==> config.mk <==
export PLATFORM = sky130hd
export DESIGN_NAME = eth_hdr_capture_ctrl
export DESIGN_NICKNAME = d
export VERILOG_FILES = /design/src/rtl/eth_hdr_capture_ctrl.sv
export SDC_FILE = /design/constraint.sdc
export NUM_CORES = 1
export LEC_CHECK = 0
export CORE_MARGIN = 2
export CORE_UTILIZATION = 49
export DETAILED_ROUTE_END_ITERATION = 16
export PLACE_DENSITY = 0.76
export REMOVE_ABC_BUFFERS = 1
export SKIP_CTS_REPAIR_TIMING = 1
export SYNTH_ARGS = -nofsm -noshare
export SYNTH_HDL_FRONTEND = slang
export SYNTH_SLANG_ARGS = --single-unit
==> constraint.sdc <==
create_clock -name clk -period 2.2 [get_ports clk]
set_clock_uncertainty 0.1 [all_clocks]
set_input_delay 0.44 -clock clk [delete_from_list [all_inputs] [get_ports clk]]
set_output_delay 0.44 -clock clk [all_outputs]
set_load 0.01 [all_outputs]
==> src/rtl/eth_hdr_capture_ctrl.sv <==
// Byte-serial Ethernet header sequencer: captures DA/SA/optional 802.1Q tag/EtherType
// from the post-SFD byte stream and forwards the remaining bytes as payload.
module eth_hdr_capture_ctrl #(
  parameter bit          VLAN_EN       = 1'b1,
  parameter logic [15:0] TPID          = 16'h8100,
  parameter int          MIN_HDR_BYTES = 14
) (
  input  logic        clk,
  input  logic        rst,
  input  logic [7:0]  byte_i,
  input  logic        byte_valid_i,
  input  logic        sof_i,
  input  logic        eof_i,
  output logic        hdr_valid_o,
  output logic [47:0] dst_mac_o,
  output logic [47:0] src_mac_o,
  output logic [15:0] ethertype_o,
  output logic        vlan_present_o,
  output logic [15:0] vlan_tci_o,
  output logic [7:0]  payload_byte_o,
  output logic        payload_valid_o,
  output logic        payload_eof_o,
  output logic        runt_o
);

  localparam logic [3:0] LAST_HDR_IDX = 4'(MIN_HDR_BYTES - 1);

  typedef enum logic [2:0] {
    IDLE    = 3'd0,
    HDR     = 3'd1,
    TAG     = 3'd2,
    PAYLOAD = 3'd3,
    DRAIN   = 3'd4
  } state_e;

  state_e      state_q, state_d;
  logic [3:0]  cnt_q, cnt_d;
  logic [47:0] dst_sh_q, dst_sh_d;
  logic [47:0] src_sh_q, src_sh_d;
  logic [15:0] type_sh_q, type_sh_d;
  logic [15:0] tci_sh_q, tci_sh_d;
  logic        vlan_sh_q, vlan_sh_d;
  logic [47:0] dst_mac_q, dst_mac_d;
  logic [47:0] src_mac_q, src_mac_d;
  logic [15:0] ethertype_q, ethertype_d;
  logic [15:0] vlan_tci_q, vlan_tci_d;
  logic        vlan_present_q, vlan_present_d;
  logic        hdr_valid_q, hdr_valid_d;
  logic        runt_q, runt_d;
  logic [7:0]  payload_byte_q, payload_byte_d;
  logic        payload_valid_q, payload_valid_d;
  logic        payload_eof_q, payload_eof_d;
  logic        complete_s;

  // Next-state, shadow-capture and output computation for one received byte
  always_comb begin
    state_d         = state_q;
    cnt_d           = cnt_q;
    dst_sh_d        = dst_sh_q;
    src_sh_d        = src_sh_q;
    type_sh_d       = type_sh_q;
    tci_sh_d        = tci_sh_q;
    vlan_sh_d       = vlan_sh_q;
    dst_mac_d       = dst_mac_q;
    src_mac_d       = src_mac_q;
    ethertype_d     = ethertype_q;
    vlan_tci_d      = vlan_tci_q;
    vlan_present_d  = vlan_present_q;
    hdr_valid_d     = 1'b0;
    runt_d          = 1'b0;
    payload_byte_d  = payload_byte_q;
    payload_valid_d = 1'b0;
    payload_eof_d   = 1'b0;
    complete_s      = 1'b0;

    if (byte_valid_i && sof_i) begin
      // A payload byte is always on the outputs by the time the next sof is seen,
      // so a restart from PAYLOAD never needs a late payload_eof_o.
      runt_d    = eof_i || (state_q == HDR) || (state_q == TAG);
      dst_sh_d  = {dst_sh_q[39:0], byte_i};
      tci_sh_d  = 16'h0000;
      vlan_sh_d = 1'b0;
      if (eof_i) begin
        state_d = IDLE;
        cnt_d   = 4'd0;
      end else begin
        state_d = HDR;
        cnt_d   = 4'd1;
      end
    end else if (byte_valid_i) begin
      case (state_q)
        HDR: begin
          if (cnt_q < 4'd6) begin
            dst_sh_d = {dst_sh_q[39:0], byte_i};
          end else if (cnt_q < 4'd12) begin
            src_sh_d = {src_sh_q[39:0], byte_i};
          end else begin
            type_sh_d = {type_sh_q[7:0], byte_i};
          end
          if (cnt_q == LAST_HDR_IDX) begin
            cnt_d = 4'd0;
            if (VLAN_EN && ({type_sh_q[7:0], byte_i} == TPID)) begin
              runt_d  = eof_i;
              state_d = eof_i ? IDLE : TAG;
            end else begin
              complete_s = 1'b1;
              state_d    = eof_i ? DRAIN : PAYLOAD;
            end
          end else if (eof_i) begin
            runt_d  = 1'b1;
            state_d = IDLE;
            cnt_d   = 4'd0;
          end else begin
            cnt_d = cnt_q + 4'd1;
          end
        end
        TAG: begin
          vlan_sh_d = 1'b1;
          if (cnt_q < 4'd2) begin
            tci_sh_d = {tci_sh_q[7:0], byte_i};
          end else begin
            type_sh_d = {type_sh_q[7:0], byte_i};
          end
          if (cnt_q == 4'd3) begin
            complete_s = 1'b1;
            cnt_d      = 4'd0;
            state_d    = eof_i ? DRAIN : PAYLOAD;
          end else if (eof_i) begin
            runt_d  = 1'b1;
            state_d = IDLE;
            cnt_d   = 4'd0;
          end else begin
            cnt_d = cnt_q + 4'd1;
          end
        end
        PAYLOAD: begin
          payload_byte_d  = byte_i;
          payload_valid_d = 1'b1;
          payload_eof_d   = eof_i;
          state_d         = eof_i ? IDLE : PAYLOAD;
        end
        // IDLE and DRAIN (header ended on the frame's last byte) drop stray bytes
        IDLE, DRAIN: state_d = IDLE;
        default:     state_d = IDLE;
      endcase
    end else begin
      state_d = state_q;
    end

    if (complete_s) begin
      hdr_valid_d    = 1'b1;
      dst_mac_d      = dst_sh_d;
      src_mac_d      = src_sh_d;
      ethertype_d    = type_sh_d;
      vlan_tci_d     = tci_sh_d;
      vlan_present_d = vlan_sh_d;
    end else begin
      hdr_valid_d = 1'b0;
    end
  end

  // State, shadow and output registers with synchronous reset
  always_ff @(posedge clk) begin
    if (rst) begin
      state_q         <= IDLE;
      cnt_q           <= 4'd0;
      dst_sh_q        <= 48'h0;
      src_sh_q        <= 48'h0;
      type_sh_q       <= 16'h0;
      tci_sh_q        <= 16'h0;
      vlan_sh_q       <= 1'b0;
      dst_mac_q       <= 48'h0;
      src_mac_q       <= 48'h0;
      ethertype_q     <= 16'h0;
      vlan_tci_q      <= 16'h0;
      vlan_present_q  <= 1'b0;
      hdr_valid_q     <= 1'b0;
      runt_q          <= 1'b0;
      payload_byte_q  <= 8'h00;
      payload_valid_q <= 1'b0;
      payload_eof_q   <= 1'b0;
    end else begin
      state_q         <= state_d;
      cnt_q           <= cnt_d;
      dst_sh_q        <= dst_sh_d;
      src_sh_q        <= src_sh_d;
      type_sh_q       <= type_sh_d;
      tci_sh_q        <= tci_sh_d;
      vlan_sh_q       <= vlan_sh_d;
      dst_mac_q       <= dst_mac_d;
      src_mac_q       <= src_mac_d;
      ethertype_q     <= ethertype_d;
      vlan_tci_q      <= vlan_tci_d;
      vlan_present_q  <= vlan_present_d;
      hdr_valid_q     <= hdr_valid_d;
      runt_q          <= runt_d;
      payload_byte_q  <= payload_byte_d;
      payload_valid_q <= payload_valid_d;
      payload_eof_q   <= payload_eof_d;
    end
  end

  assign hdr_valid_o     = hdr_valid_q;
  assign dst_mac_o       = dst_mac_q;
  assign src_mac_o       = src_mac_q;
  assign ethertype_o     = ethertype_q;
  assign vlan_present_o  = vlan_present_q;
  assign vlan_tci_o      = vlan_tci_q;
  assign payload_byte_o  = payload_byte_q;
  assign payload_valid_o = payload_valid_q;
  assign payload_eof_o   = payload_eof_q;
  assign runt_o          = runt_q;

endmodule

# --- After elaboration in Yosys (flattened, before gate mapping) ---
# Index checks and enable logic that the tools add are counted.
classes:
  add_sub_neg: 1
  eq_ne: 6
  n_shift: 0
  bitwise_logic: 3
  multipliers: 0
  order_cmp: 3
  mux: 55
  div: 0
  n_reduce_logical: 9
ops:
  columns: ["cell", "n"]
  rows:
  - ["48-bit two-way mux", 9]
  - ["16-bit two-way mux", 9]
  - ["16-bit case mux with 2 select lines", 1]
  - ["3-bit two-way mux", 7]
  - ["4-bit two-way mux", 5]
  - ["1-bit two-way mux", 18]
  - ["16-bit equality test (second input constant)", 1]
  - ["3-bit case mux with 3 select lines", 1]
  - ["4-bit case mux with 2 select lines", 1]
  - ["3-bit by 2-bit equality test with 1-bit output (second input constant)", 2]
  - ["4-bit by 1-bit adder with 4-bit output (second input constant)", 1]
  - ["4-bit by 2-bit equality test with 1-bit output (second input constant)", 1]
  - ["4-bit equality test (second input constant)", 1]
  - ["4-bit by 2-bit less-than comparator with 1-bit output (second input constant)", 1]
  - ["4-bit by 3-bit less-than comparator with 1-bit output (second input constant)", 1]
  - ["4-bit less-than comparator (second input constant)", 1]
  - ["2-bit two-way mux", 2]
  - ["1-bit case mux with 2 select lines", 2]
  - ["4-bit OR reduction", 1]
  - ["3-bit by 1-bit equality test with 1-bit output (second input constant)", 1]
  - ["1-bit inverter", 3]
  - ["3-bit AND reduction", 1]
  - ["3-bit nonzero test", 1]
  - ["3-bit OR reduction", 1]
  - ["other kinds (4)", 5]
totals:
  word_cells: 94
  mem_count: 0
  latch_bits: 0
  register_bits: 277
  ram_bits: 0
  rom_bits: 0
  out_inout_bits: 141

# --- Depth between registers and ports, before layout ---
depth:
  word_depth: 7
  mapped_depth: 9
  depth_no_buf: 6

# --- Worst setup path after synthesis ---
# No wires, ideal clock.
synth_path:
  kind: "flip-flop to flip-flop"
  startpoint: "register cnt_q[1]"
  endpoint: "register dst_mac_q[38] (netlist: dst_mac_o[38])"
  slack_ps: -107
  required_time_ps: 1970
  path_stages_with_launch: 10
  arrival_time_ps: 2077
  cell_sequence: "dfxtp_1 ha_1 or4b_1 buf_2 or3_1 clkbuf_1 buf_2 buf_2 o2111ai_1 o31ai_1"
synth_via:
  elab_chain_cells: 5
  word_cells_on_any_way: 12
  classes_between: "order compare (1); eq/ne (2); mux (9)"
synth_rtl:
  columns: ["element", "line", "rtl"]
  rows:
  - ["start: declaration", "37", "logic [3:0] cnt_q, cnt_d;"]
  - ["start signal: assignment", "184", "cnt_q <= cnt_d;"]
  - ["4-bit by 3-bit less-than comparator with 1-bit output, or another cell as far along", "93", "if (cnt_q < 4'd6) begin"]
  - ["48-bit two-way mux, or another cell as far along", "93", null]
  - ["48-bit two-way mux / 1-bit case mux with 2 select lines (equally long branches)", "91", "case (state_q)"]
  - ["48-bit two-way mux / 1-bit two-way mux (equally long branches)", "90", "end else if (byte_valid_i) begin"]
  - ["48-bit two-way mux / 1-bit two-way mux (equally long branches)", "76", "if (byte_valid_i && sof_i) begin"]
  - ["end signal: assignment", "190", "dst_mac_q <= dst_mac_d;"]
  - ["end: declaration", "43", "logic [47:0] dst_mac_q, dst_mac_d;"]
# Parallel ways exist; a longest one is shown, timed or not.
# A chain may end at the register's enable or synchronous reset.

# --- Final worst setup path ---
layout_path:
  startpoint: "register cnt_q[1]"
  endpoint: "register src_mac_q[27] (netlist: src_mac_o[27])"
layout_via:
  elab_chain_cells: 6
  word_cells_on_any_way: 14
  classes_between: "order compare (2); eq/ne (2); mux (10)"
layout_rtl:
  columns: ["element", "line", "rtl"]
  rows:
  - ["4-bit less-than comparator", "95", "end else if (cnt_q < 4'd12) begin"]
  - ["48-bit two-way mux", "95", null]
  - ["48-bit two-way mux", "93", null]
  - ["48-bit two-way mux", "91", null]
  - ["48-bit two-way mux", "90", null]
  - ["48-bit two-way mux", "76", null]
  - ["end signal: assignment", "191", "src_mac_q <= src_mac_d;"]
  - ["end: declaration", "44", "logic [47:0] src_mac_q, src_mac_d;"]
# Parallel ways exist; a longest one is shown, timed or not.

==> results.cfg <==
[route]
ant_nets = 0
drtIter0Drc = 581
routed-via-count = 9307
drt-wirelength-per-cell_um = 19.7
wirelength_um = 30300
routed_via_density = 6.05
firstDrtPassIters = 5
drc = 0

[floorplanning]
start_util = 0.497
dieArea_um2 = 23200
dieHeight_um = 152
rows = 54
io_pins = 154
dieWidth_um = 152
core_area_um2 = 21700

[worst_setup_path]
crit_start = cnt_q[1]
slowest_delay_ps = 470
crit_buf_inv = 3
path_cells = ha_4, or4b_4, buf_6, nor3_4, buf_12, buf_12, nor2_1, a221oi_1
start_kind = register
r2r-start = cnt_q[1]
worstPathArrival_ps = 2650
critical_path_required_ps = 2520
rrSetupSlack_ps = -130
end_kind = register
path_class = reg -> reg
path_common_cell = buf_12
slowest_stage = or4b_4
cp_top_family = simple AND/OR/NAND/NOR gates
crit_path_max_fanout = 20

[cts]
htreeDepth = 1
clk_latency_ps = 540
root_buffer = clkbuf_16
clock_path_buffers = 3
cts.sinks = 277
cts_buffers = 28
cts_tree = done
cts.reportedPaths.clkPinSlew_ps = 70

[synthesis]
synth_edf_count = 0
yosys.area_share.adder = 0.00232
syn_avg_cell_area_um2 = 9.98
synth_mux_area_frac = 0.0977
async_flop_share = 0
synth-simple-area-share = 0.123
synth_top_family_by_area = compound AO/OA/AOI/OAI gates
synth_seq_cells = 277
synth_compound_area_frac = 0.213
synth_xor_area_frac = 0.000813
ys_seq_area_frac = 0.515
synthFlopType = dfxtp_1
syn-instance-count = 1079
yosysUniqueCellTypes = 59
yosysWarningCount = 0
syn_area_um2 = 10800

[finish]
layout_commonest_cell = dfxtp_1
nets = 1250
final_util = 0.685
instances_no_fill = 1538
mostFrequentLayoutCells = dfxtp_1, nor2_1, clkdlybuf4s50_1, mux2i_1, buf_4
drive_above_1_share = 0.208
area_growth_pct = 37.9

[timing]
worst_slack_ps = -134
fin_crit_sh = 1.06
fmaxAchievable_ghz = 0.428
slew_headroom = 0.585
rsz0062_at_grt = true
setup_viol = 75
final_hold_viol_count = 0
final_max_slew_viol_count = 0
tns_ps = -3450
worst_pin_slew_ps = 619
post-route-min-period_ps = 2330

[place]
dp.cells = 1478
io_buffers = 153
place_congestion = 0.899
post-dp-hpwl_um = 18600

[job]
cap_violations = 0

[global_routing]
grt_pass1_vias = 8702
grt_first_pass_wirelength_um = 45900
antenna_found_initial = 2
grt_use_total = 0.235
grt-ovfl-total = 0
grt_start_max_net_pins = 80

[outcome]
violations = negative setup slack
outcome = complete, but fails checks

[power]
vdd_ir_drop_max_v = 0.000515
power_leakage_nw = 5.06
powerDensity_nw_per_um2 = 712

[worst_hold_path]
hp-class = in -> reg
hold_path_startpoint = rst
[cells by family after synthesis]
| kind of cell | count (synthesis) |
|---|---|
| AO/OA/AOI/OAI | 293 |
| flip-flops | 277 |
| AND/OR/NAND/NOR | 276 |
| buffers and inverters | 125 |
| multiplexers | 105 |
| adder cells (fa/ha/maj) | 2 |
| XOR/XNOR | 1 |
[path summary, 6_finish.rpt]
kind	endpoint	cells after the start
worst min-delay path	tci_sh_q[1]	2
worst max-delay path	src_mac_o[27]	8
worst max register to register	src_mac_o[27]	8
worst min register to register	payload_byte_o[0]	2
[layout make-up]
type	count	area, µm²
Antenna cell	1	2.50
Clock buffer	41	811
Clock inverter	11	211
Fill cell	1582	6840
Inverter	6	22.5
Multi-Input combinational cell	677	5280
Sequential cell	277	5550
Tap cell	280	350
Timing Repair Buffer	245	2620
[sequential cells by signal (all words and copies together), names as in the netlist]
register / flops
cnt_q: 4
dst_mac_o: 48
dst_sh_q: 48
ethertype_o: 16
hdr_valid_o: 1
payload_byte_o: 8
payload_eof_o: 1
payload_valid_o: 1
runt_o: 1
src_mac_o: 48
src_sh_q: 48
state_q: 3
tci_sh_q: 16
type_sh_q: 16
vlan_present_o: 1
vlan_sh_q: 1
vlan_tci_o: 16
[Yosys cell counts, drive strengths merged, types with 17 or more instances]
master	n	area, µm²
dfxtp	277	5550
a21oi	23	115
a311oi	24	210
a221oi	70	613
mux2i	104	1040
o2111ai	49	429
a211oi	21	163
nor2b	25	156
buf	33	171
nor2	191	717
or3b	17	151
clkbuf	86	324
o31ai	48	360
o21ai	27	139
[routing by layer]
layer / part of all wire / GRT usage
met5: 0.00043 / 0
met1: 0.44 / 0.334
met3: 0.073 / 0.0523
met4: 0.020 / 0.0538
met2: 0.47 / 0.366
[through the flow]
step / total power, mW / cell area, µm² / hold WS [ps] / setup slack [ps]
after floorplan: 5.25 / 10300 / 355 / -2400
after global placement: 5.47 / 13200 / 370 / -372
after detailed placement: 5.47 / 13200 / 381 / -428
after CTS: 10.6 / 14200 / 175 / -155
after global routing: 10.8 / 14900 / 198 / -180
final: 10.6 / 14900 / 189 / -134
[report_power, final]
group,total (mW),switching (mW),internal (mW)
clock,5.19,1.94,3.25
sequential,5.04,0.00756,5.03
combinational,0.342,0.226,0.117
No activity file was read; power rests on OpenSTA's default activity.
